### src/rtl/memarbiter.sv
// -----------------------------------------------------------------------------
// memarbiter
//
// Arbitrates three requesters (write buffer, data-cache fill, instruction-cache
// fill) onto a single external memory port. One transaction is in flight at a
// time. The write buffer always wins so that reads never overtake buffered
// writes. Data-cache beats instruction-cache, unless round-robin is enabled.
//
// Optional feature macro: MEMARB_ROUND_ROBIN_EN
//   When defined, simultaneous dreq/ireq conflicts alternate between the two
//   ports. The pointer moves to the other port after every dack/iack.
//   When undefined, dreq always beats ireq and no pointer state exists.
//
// Ports
//   clk, reset            clock; synchronous active-high reset
//   wbreq/wbadr/wbdata/wbbyteen, wback    write-buffer request and ack pulse
//   dreq/dadr, dack/drdata                data-cache read request, ack, data
//   ireq/iadr, iack/irdata                instr-cache read request, ack, data
//   memadr/memwdata/membyteen/memrwb/memen  external memory request (registered)
//   memrdata/memdone                      memory read data and completion
// -----------------------------------------------------------------------------
module memarbiter (
    input  logic        clk,
    input  logic        reset,
    input  logic        wbreq,
    input  logic [29:0] wbadr,
    input  logic [31:0] wbdata,
    input  logic [3:0]  wbbyteen,
    output logic        wback,
    input  logic        dreq,
    input  logic [29:0] dadr,
    output logic        dack,
    output logic [31:0] drdata,
    input  logic        ireq,
    input  logic [29:0] iadr,
    output logic        iack,
    output logic [31:0] irdata,
    output logic [29:0] memadr,
    output logic [31:0] memwdata,
    output logic [3:0]  membyteen,
    output logic        memrwb,
    output logic        memen,
    input  logic [31:0] memrdata,
    input  logic        memdone
);

    typedef enum logic [1:0] {
        ST_IDLE = 2'd0,
        ST_BUSY = 2'd1,
        ST_ACK  = 2'd2
    } state_t;

    typedef enum logic [1:0] {
        SRC_NONE = 2'd0,
        SRC_WB   = 2'd1,
        SRC_D    = 2'd2,
        SRC_I    = 2'd3
    } src_t;

    state_t      state_q, state_d;
    src_t        src_q, src_d;
    src_t        pick_s;
    logic        prefer_i_s;
    logic [29:0] memadr_q, memadr_d;
    logic [31:0] memwdata_q, memwdata_d;
    logic [3:0]  membyteen_q, membyteen_d;
    logic        memrwb_q, memrwb_d;
    logic        memen_q, memen_d;
    logic        wback_q, wback_d;
    logic        dack_q, dack_d;
    logic        iack_q, iack_d;
    logic [31:0] drdata_q, drdata_d;
    logic [31:0] irdata_q, irdata_d;

`ifdef MEMARB_ROUND_ROBIN_EN
    // 0: data port preferred on a d/i conflict, 1: instruction port preferred
    logic        rr_q, rr_d;
    assign prefer_i_s = rr_q;
`else
    assign prefer_i_s = 1'b0;
`endif

    // Winner selection; only consumed while in IDLE
    always_comb begin
        pick_s = SRC_NONE;
        if (wbreq) begin
            pick_s = SRC_WB;
        end else if (dreq && ireq) begin
            pick_s = prefer_i_s ? SRC_I : SRC_D;
        end else if (dreq) begin
            pick_s = SRC_D;
        end else if (ireq) begin
            pick_s = SRC_I;
        end else begin
            pick_s = SRC_NONE;
        end
    end

    // Next-state and next-output computation for the transaction FSM
    always_comb begin
        state_d     = state_q;
        src_d       = src_q;
        memadr_d    = memadr_q;
        memwdata_d  = memwdata_q;
        membyteen_d = membyteen_q;
        memrwb_d    = memrwb_q;
        memen_d     = memen_q;
        drdata_d    = drdata_q;
        irdata_d    = irdata_q;
        wback_d     = 1'b0;
        dack_d      = 1'b0;
        iack_d      = 1'b0;
`ifdef MEMARB_ROUND_ROBIN_EN
        rr_d        = rr_q;
`endif
        case (state_q)
            ST_IDLE: begin
                src_d = pick_s;
                case (pick_s)
                    SRC_WB: begin
                        memadr_d    = wbadr;
                        memwdata_d  = wbdata;
                        membyteen_d = wbbyteen;
                        memrwb_d    = 1'b0;
                        memen_d     = 1'b1;
                        state_d     = ST_BUSY;
                    end
                    SRC_D: begin
                        memadr_d    = dadr;
                        memwdata_d  = 32'd0;
                        membyteen_d = 4'b1111;
                        memrwb_d    = 1'b1;
                        memen_d     = 1'b1;
                        state_d     = ST_BUSY;
                    end
                    SRC_I: begin
                        memadr_d    = iadr;
                        memwdata_d  = 32'd0;
                        membyteen_d = 4'b1111;
                        memrwb_d    = 1'b1;
                        memen_d     = 1'b1;
                        state_d     = ST_BUSY;
                    end
                    default: begin
                        memen_d = 1'b0;
                        state_d = ST_IDLE;
                    end
                endcase
            end
            ST_BUSY: begin
                // memen is always high here, so memdone is only honoured while enabled
                if (memdone) begin
                    memen_d = 1'b0;
                    state_d = ST_ACK;
                    case (src_q)
                        SRC_WB:  wback_d = 1'b1;
                        SRC_D: begin
                            dack_d   = 1'b1;
                            drdata_d = memrdata;
                        end
                        SRC_I: begin
                            iack_d   = 1'b1;
                            irdata_d = memrdata;
                        end
                        default: state_d = ST_ACK;
                    endcase
                end else begin
                    state_d = ST_BUSY;
                end
            end
            ST_ACK: begin
                memen_d = 1'b0;
                state_d = ST_IDLE;
`ifdef MEMARB_ROUND_ROBIN_EN
                if (src_q == SRC_D) begin
                    rr_d = 1'b1;
                end else if (src_q == SRC_I) begin
                    rr_d = 1'b0;
                end else begin
                    rr_d = rr_q;
                end
`endif
            end
            default: begin
                memen_d = 1'b0;
                state_d = ST_IDLE;
            end
        endcase
    end

    // State and output registers with synchronous reset
    always_ff @(posedge clk) begin
        if (reset) begin
            state_q     <= ST_IDLE;
            src_q       <= SRC_NONE;
            memadr_q    <= 30'd0;
            memwdata_q  <= 32'd0;
            membyteen_q <= 4'd0;
            memrwb_q    <= 1'b1;
            memen_q     <= 1'b0;
            wback_q     <= 1'b0;
            dack_q      <= 1'b0;
            iack_q      <= 1'b0;
            drdata_q    <= 32'd0;
            irdata_q    <= 32'd0;
`ifdef MEMARB_ROUND_ROBIN_EN
            rr_q        <= 1'b0;
`endif
        end else begin
            state_q     <= state_d;
            src_q       <= src_d;
            memadr_q    <= memadr_d;
            memwdata_q  <= memwdata_d;
            membyteen_q <= membyteen_d;
            memrwb_q    <= memrwb_d;
            memen_q     <= memen_d;
            wback_q     <= wback_d;
            dack_q      <= dack_d;
            iack_q      <= iack_d;
            drdata_q    <= drdata_d;
            irdata_q    <= irdata_d;
`ifdef MEMARB_ROUND_ROBIN_EN
            rr_q        <= rr_d;
`endif
        end
    end

    assign memadr    = memadr_q;
    assign memwdata  = memwdata_q;
    assign membyteen = membyteen_q;
    assign memrwb    = memrwb_q;
    assign memen     = memen_q;
    assign wback     = wback_q;
    assign dack      = dack_q;
    assign iack      = iack_q;
    assign drdata    = drdata_q;
    assign irdata    = irdata_q;

endmodule

### config.mk
export PLATFORM = sky130hd
export DESIGN_NAME = memarbiter
export DESIGN_NICKNAME = d
export VERILOG_FILES = /design/src/rtl/memarbiter.sv
export SDC_FILE = /design/constraint.sdc
export NUM_CORES = 1
export LEC_CHECK = 0
export ABC_AREA = 1
export CAP_MARGIN = 20
export CORE_ASPECT_RATIO = 0.9
export CORE_MARGIN = 8
export CORE_UTILIZATION = 40
export DETAILED_ROUTE_END_ITERATION = 8
export GPL_TIMING_DRIVEN = 0
export PLACE_DENSITY = 0.87
export SYNTH_ARGS = -nofsm -noshare
export SYNTH_HDL_FRONTEND = slang
export SYNTH_SLANG_ARGS = --single-unit
### constraint.sdc
create_clock -name clk -period 1.7 [get_ports clk]
set_clock_uncertainty 0.05 [all_clocks]
set_input_delay 0.425 -clock clk [delete_from_list [all_inputs] [get_ports clk]]
set_output_delay 0.425 -clock clk [all_outputs]
set_load 0.01 [all_outputs]
==> After elaboration in Yosys (flattened, before gate mapping) <==
Index checks and enable logic that the tools add are counted.
{ "classes": {"n_bitwise": 2, "eq_ne": 8, "n_reduce_logical": 11, "mux": 17} }
{ "ops": {"columns": ["cell", "count"], "rows": [
  ["$pmux 30 s3", 1],
  ["$pmux 32 s2", 1],
  ["$mux 2", 5],
  ["$eq 2x2->1 const B", 4],
  ["$pmux 4 s2", 1],
  ["$eq 2x1->1 const B", 3],
  ["$mux 1", 6],
  ["$reduce_and 3->1", 2],
  ["$reduce_or 3->1", 2],
  ["$pmux 1 s2", 2],
  ["$pmux 2 s2", 1],
  ["$reduce_and 2->1", 2],
  ["$reduce_bool 3->1", 1],
  ["$logic_not 2->1", 1],
  ["$ne 2x2->1 const B", 1],
  ["$not 1->1", 2],
  ["$reduce_bool 2->1", 1],
  ["$reduce_or 2->1", 1],
  ["$logic_and 1x1->1", 1]
]} }
{ "totals": {"ff_bits": 139, "output_inout_bits": 135, "elab_cells": 50} }

==> Logic depth before layout (Yosys ltp) <==
Gate-level depths: netlist of the first run.
{ "logic_depth": {"depth_word": 8, "depth_mapped": 8, "ltp_nobuf": 7} }

==> Worst setup path after synthesis of the first run <==
OpenSTA, ideal clock, no wires.
{ "synth_timing": {"kind": "input to register", "startpoint": "input dreq", "endpoint": "register memwdata_q[20] (netlist: memwdata[20])", "path_buffers": 2, "setup_slack_ps": 400, "stages": 7, "arrival_ps": 1180, "cell_sequence": "inv_1 -> nand3_1 -> nand2_2 -> buf_4 -> buf_2 -> nand2_1 -> a21oi_1"} }
{ "synth_via": {"elab_chain_len": 7} }
{ "synth_lines": {"columns": ["item", "line", "source"], "rows": [
  ["start, declared", "30", "input logic dreq,"],
  ["$mux 2 or $logic_and 1x1->1 (tied branches)", "90, 88", null],
  ["$mux 2 *", "88", "end else if (dreq && ireq) begin"],
  ["$mux 2 *", "86", "if (wbreq) begin"],
  ["$eq 2x2->1", "119", "case (pick_s)"],
  ["$reduce_or 2->1 (no source line)", null, null],
  ["$reduce_bool 2->1 (no source line)", null, null],
  ["$reduce_and 2->1 (no source line)", null, null],
  ["end signal, assigned", "213", "memwdata_q <= memwdata_d;"],
  ["end, declared", "65", "logic [31:0] memwdata_q, memwdata_d;"]
]} }
Every way passes the cells marked *; elsewhere a longest branch is shown, timed or not.
A chain may end at the register's enable or synchronous reset.

==> Worst setup path in the final report of the first run <==
{ "layout_timing": {"startpoint": "input wbreq", "endpoint": "register memadr_q[0] (netlist: memadr[0])"} }
{ "layout_via": {"elab_chain_len": 4} }
{ "layout_lines": {"columns": ["item", "line", "source"], "rows": [
  ["start, declared", "25", "input logic wbreq,"],
  ["$mux 2 *", "86", null],
  ["$eq 2x2->1 or $eq 2x1->1 (tied branches)", "119", null],
  ["$reduce_bool 3->1 (no source line)", null, null],
  ["$reduce_and 2->1 (no source line)", null, null],
  ["end signal, assigned", "212", "memadr_q <= memadr_d;"],
  ["end, declared", "64", "logic [29:0] memadr_q, memadr_d;"]
]} }
Marks and branches as above.

==> metrics.md, run 1 <==
| Metric | Value |
|---|---|
| IO Pins | between 200 and 300 |
| Max-slew violations | 0 |
| Pint | around 0.0061 W |
| Core Region | between 10000 and 15000 sq um |
| Adder-cell share of the synthesized area | 0% |
| DRT Pass-1 Iters | 5 |
| Max VDD drop | between 0.7 and 0.8 mV |
| Vias in the first global route | roughly 6400 |
| Final setup TNS | 0 ns |
| Via count | between 6000 and 7000 |
| Post-route ant nets | 0 |
| Comb power frac | 17.7% |
| Net Count, Synth | ~970 |
| Net Switching | around 0.0024 W |
| MaxCap Viol Count | 0 |
| Worst EP required | around 2 ns |
| CTS Buf Count | 17 |
| Drt first-iter violations | 364 |
| Layout Cells excl Fill | around 1300 |
| Hold endpoint | state_q[0] |
| # setup viols final | 0 |
| CTS tree | yes |
| Post-DP HPWL | 17500 um |
| Most frequent cell after synthesis | nand2_1 |
| Startpoint class of the critical path | input port |
| Ys async rst share | 0% |
| Hold path start | reset |
| Arr. time, crit path | approximately 1.9 ns |
| RSZ-0062 raised after global routing | yes |
| Synthesized cell area | around 5700 sq um |
| #FFs+latches synth | ~140 |
| Worst slack, placed | -0.471 ns |
| Routed WL per cell | 17.0 um |
| Switching share of total power | between 20% and 30% |
| Clock Power Share | 40.7% |
| Dpl cell area | 8870 sq um |
| Syn avg cell area | around 7 sq um |
| Register area share after synthesis | around 50% |
| All-Layer GR Usage | 24.1% |
| Worst R2R Path Depth | 8 |
| Largest family of logic cells by synthesized area | simple AND/OR/NAND/NOR gates |
| Ys flop type | dfxtp_1 |
| Placed Cells | 1298 |
| Post-Route WL | 22600 um |
| H-tree depth | 4 |
| # rows | 41 |
| Reg-to-reg endpoint | drdata[4] |
| Post-synth EDFFs | 0 |
| Synth Area in Compound Gates | between 10% and 20% |
| Sequential Power Share | between 40% and 50% |
| Final period util | 94.3% |
| Cells after Synth | just over 800 |
| LEAKAGE | 4.40 nW |
| Area share of xor/xnor cells in the synthesized design | 0% |
| Worst slew pin tran | roughly 0.55 ns |
| Commonest cells in the netlist | nand2_1 (258), dfxtp_1 (139), nor2_1 (100) |
| Distinct cells, synth | 21 |
| Die height | 129 um |
| Ratio of cells with drive above 1 in the final layout | under 10% |
| Die Wd | around 140 um |
| Share of the synthesized area in the top cell type | approximately half |
| Peak fanout along the critical path | 10 |
| Critical R2R Launch | state_q[0] |
| Final setup margin | 0.0970 ns |
| Remaining DRCs | 0 |
| Pwr Total | between 0.008 and 0.009 W |
| Vias/cell | just under 5 |
| Final Hold Vio Count | 0 |
| GRT overflow | 0 |
| R2R Setup Slk | about 0.19 ns |
| Fin nets | between 1000 and 1500 |
| N_diodes | 0 |
| Setup Crit Path Kind | input port to flop |
| Initial Util | about two fifths |
| FMAX | 624 MHz |
| GPL Wtd Cong | about 0.94 |
| Top post-synthesis cells by area | dfxtp_1 (49%), nand2_1 (17%), a21oi_1 (8.7%), nor2_1 (6.6%), nand4_1 (3.3%) |
| Worst Setup End Kind | flop |
| Die ar. | between 15000 and 20000 sq um |
| First-pass GRT wire length | roughly 34000 um |
| Pwr/cell area | between 900 and 1000 nW/um^2 |
| Simple-gate share of the synthesized area | between 30% and 40% |
| Largest net degree at the start of global routing | 17 |
| CTS Sinks | between 100 and 150 |
| CTS root buf | clkbuf_16 |
| Mux share of post-synthesis cell area | 0% |
| Slew margin rel. | between 60 and 70% |
| Synthesis-to-finish area growth | 64.0% |
| Status | finished clean |
| Hold Path Class | input port to flop |
| CTS Buffer Depth | 2 |
| Port bufs | a little under 300 |
| Post-route cell area | between 9000 and 10000 sq um |
| Clock Latency Late Sink | roughly 0.4 ns |
| Worst hold stages | 2 |
| Min Tclk post-route | approximately 1.6 ns |
| Synth Warn # | 0 |
| Initial antenna violation count | 0 |
| Area leader, netlist | dfxtp_1 |
| Reg clk slew, reported paths | 0.06 ns |
==> metal layers <==
layer	share of wire, %	track usage, %	vias to the layer above
li1	-	-	3219
met1	39	27.6	3041
met2	49	41.4	280
met3	9.6	8.48	32
met4	1.9	7.32	0
met5	0	0	-
==> layout make-up <==
class / count / area (sq um)
Timing Repair Buffer: 297 / 2810
Tap cell: 193 / 241
Buffer: 57 / 269
Fill cell: 1259 / 4630
Clock buffer: 18 / 439
Multi-Input combinational cell: 567 / 2460
Sequential cell: 139 / 2780
Clock inverter: 14 / 109
Inverter: 45 / 169
==> cells in the final DEF, fill, tap and decap left out, types with 3 or more instances in the layout <==
cell type and n:
clkbuf_2 8, o21ai_1 9, buf_1 3, inv_6 4
nand4_1 30, nor2_4 3, clkinvlp_4 4, buf_2 21
nor2_1 100, a21oi_1 98, inv_1 41, inv_2 4
clkbuf_1 21, o21ai_0 27, nand2_1 258, dfxtp_1 139
dlygate4sd2_1 135, clkinv_2 3, clkdlybuf4s50_1 161, clkbuf_16 17
nand3_1 35
==> through the flow <==
step | hold WS [ns] | utilization (%)
after CTS | 0.311 | 66.5
final | 0.312 | 66.7
after global placement | 0.396 | 63.8
after global routing | 0.331 | 66.7
after floorplan | 0.394 | -
after detailed placement | 0.403 | 63.8
==> state kept, by name, summed over array words and instances, names as in the netlist <==
signal	flops
drdata	32
irdata	32
memwdata	32
memadr	30
membyteen	4
src_q	2
state_q	2
dack	1
iack	1
memen	1
memrwb	1
wback	1
==> critical path, cell delays in order <==
cell and delay (ns):
clkdlybuf4s50_1 0.53, inv_2 0.09, o21ai_1 0.19, buf_2 0.30, nand2_1 0.08, nand2_1 0.10, nor2_1 0.05, a21oi_1 0.12
==> logic make-up after synthesis <==
| group | Yosys count |
|---|---|
| AND/OR/NAND/NOR | 429 |
| AO/OA/AOI/OAI | 138 |
| buffers and inverters | 102 |
| flip-flops | 139 |
==> power groups by stage <==
stage / sequential, W / combinational, W / clock, W
after detailed placement: 0.00359 / 0.00160 / 0
final: 0.00352 / 0.00150 / 0.00345
after global placement: 0.00358 / 0.00158 / 0
after floorplan: 0.00367 / 0.000578 / 0
after global routing: 0.00353 / 0.00164 / 0.00363
after CTS: 0.00352 / 0.00150 / 0.00348
==> how the worst max path moves through the flow <==
stage | start | end | slack (ns)
4_1_cts | memdone | irdata[18] | 0.0003
3_3_place_gp | memdone | irdata[27] | -0.45
6_report | wbreq | memadr[0] | 0.1
2_1_floorplan | dreq | memwdata[20] | 0.40
3_5_place_dp | memdone | irdata[28] | -0.47
5_1_grt | wbreq | memadr[4] | -0.02
==> timing repair <==
| action | 4_1_cts | 5_1_grt |
|---|---|---|
| setup buffers | 0 | 0 |
| hold buffers | 0 | 0 |
| gates resized for setup | 137 | 18 |
| endpoints found under the setup margin | 145 | 87 |
(Power assumes the default switching activity.)
==> run 2: changes to the inputs <==
Settings changed: CORE_MARGIN 8 to 4.
==> run 2 against run 1 <==
Against the previous run: sequential power barely moved; global-route usage rose by 1.7 points; critical path type unchanged; setup slack got worse by 0.0061 ns.
==> metrics.md, run 2 (same netlist as run 1, synthesis figures left out) <==
| Metric | Value |
|---|---|
| Die ar. | about 16000 sq um |
| Crit path to | irdata[14] |
| Routed WL per cell | about 16 um |
| Pwr/cell area | 921 nW/um^2 |
| Post-route cell area | roughly 9300 sq um |
| Final Hold Vio Count | 0 |
| # setup viols final | 0 |
| Peak fanout along the critical path | 10 |
| Max-slew violations | 0 |
| First-pass GRT wire length | between 30000 and 40000 um |
| Fin nets | 1288 |
| Clock Latency Late Sink | 0.41 ns |
| N_diodes | 0 |
| Synthesis-to-finish area growth | 64.3% |
| Largest net degree at the start of global routing | 17 |
| Min Tclk post-route | about 1.6 ns |
| Worst EP required | around 1.9 ns |
| All-Layer GR Usage | about 26% |
| Status | finished clean |
| CTS Sinks | 139 |
| H-tree depth | 4 |
| Reg-to-reg endpoint | drdata[19] |
| Arr. time, crit path | between 1.5 and 2 ns |
| R2R Setup Slk | around 0.20 ns |
| Vias/cell | 4.86 |
| DRT Pass-1 Iters | 5 |
| Final period util | a little over nine tenths |
| Port bufs | just under 300 |
| CTS root buf | clkbuf_16 |
| Post-route ant nets | 0 |
| Ratio of cells with drive above 1 in the final layout | around 6.5% |
| Most frequent cells in the layout | nand2_1 (258), clkdlybuf4s50_1 (161), dfxtp_1 (139) |
| Critical R2R Launch | state_q[0] |
| Worst slew pin tran | 0.590 ns |
| IO Pins | 299 |
| CTS Buffer Depth | 2 |
| Initial Util | between 40% and 50% |
| Startpoint class of the critical path | input port |
| CTS Buf Count | 17 |
| Max VDD drop | 0.718 mV |
| FMAX | roughly 620 MHz |
| Post-Route WL | 21300 um |
| Worst R2R Path Depth | 8 |
| LEAKAGE | approximately 4.4 nW |
| CTS tree | yes |
| Hold Path Class | input port to flop |
| Hold WS | 0.353 ns |
| Hold Buf Count CTS | 0 |
| Post-DP HPWL | 16000 um |
| Vias in the first global route | slightly above 6000 |
| # rows | 40 |
| Crit path from | memdone |
| Die height | 121 um |
| Via count | 6434 |
| Reg clk slew, reported paths | roughly 0.06 ns |
| Setup Crit Path Kind | input port to flop |
| Pwr Total | between 0.008 and 0.009 W |
| Post-CTS Repair Setup Buffers | 0 |
| GPL Wtd Cong | between 0.8 and 0.9 |
| Core Region | about 14000 sq um |
| RSZ-0062 raised after global routing | no |
| GRT overflow | 0 |
| Dpl cell area | about 9000 sq um |
| Remaining DRCs | 0 |
| Die Wd | between 100 and 150 um |
| Slew margin rel. | 60.7% |
| Drt first-iter violations | roughly 400 |
| MaxCap Viol Count | 0 |
| Worst Setup End Kind | flop |
| Most common library cell in the layout ignoring fill and taps | nand2_1 |
| Initial antenna violation count | 0 |
==> run 2: what timing repair did <==
action / 4_1_cts / 5_1_grt
setup endpoints to repair: 168 / 49
cloned: 0 / 0
gates resized for setup: 142 / 21
==> run 2: critical path, stage by stage <==
cell and delay, ns:
clkdlybuf4s50_1 0.50, inv_1 0.09, nor2_4 0.18, nand2_1 0.19, clkbuf_2 0.26, nand2_1 0.11
a21oi_1 0.07
==> run 2: power breakdown <==
part	total, W	internal [W]	switching [W]	leakage (nW)
Combinational	0.00150	0.000719	0.000781	3.01
Clock	0.00354	0.00221	0.00133	0.272
Sequential	0.00352	0.00344	0.0000824	1.13
==> run 2: worst min-delay path by stage <==
| stage | cells past startpoint | slack (ns) | end | startpoint |
|---|---|---|---|---|
| final | 2 | 0.35 | memwdata[27] | reset |
| after CTS | 2 | 0.34 | state_q[0] | reset |
| after floorplan | 1 | 0.39 | wback | src_q[1] |
| after global placement | 2 | 0.40 | memwdata[5] | memwdata[5] |
| after global routing | 2 | 0.35 | state_q[0] | reset |
| after detailed placement | 2 | 0.40 | memwdata[0] | memwdata[0] |
==> run 2: per-stage QoR <==
step | cells | utilization (%) | setup WS (ns) | TNS (ns)
detailed placement | 1294 | 65.1 | -0.511 | -41.12
finish | 1324 | 68.3 | 0.0909 | 0
floorplan | 808 | - | 0.400 | 0
global placement | 1294 | 65.1 | -0.455 | -37.55
global route | 1324 | 68.3 | 0.000125 | 0
CTS | 1324 | 68.1 | 0.00825 | 0
==> run 2: final cells by class <==
class / count / area [sq um]
fillers: 1165 / 4320
repair buffers: 297 / 2810
flip-flops and latches: 139 / 2780
multi-input cells: 567 / 2460
clock buffers: 22 / 464
plain buffers: 57 / 277
well taps: 189 / 236
inverters: 45 / 169
clock inverters: 8 / 95.1
==> run 2: layer usage <==
metal	wire length, um	share of wire, %	GRT usage [%]	vias to the layer above
li1	-	-	-	3220
met1	8620	40	30.7	2888
met2	9950	47	41.5	266
met3	1920	9.0	9.40	60
met4	788	3.7	12.0	0
met5	0	0	0	-
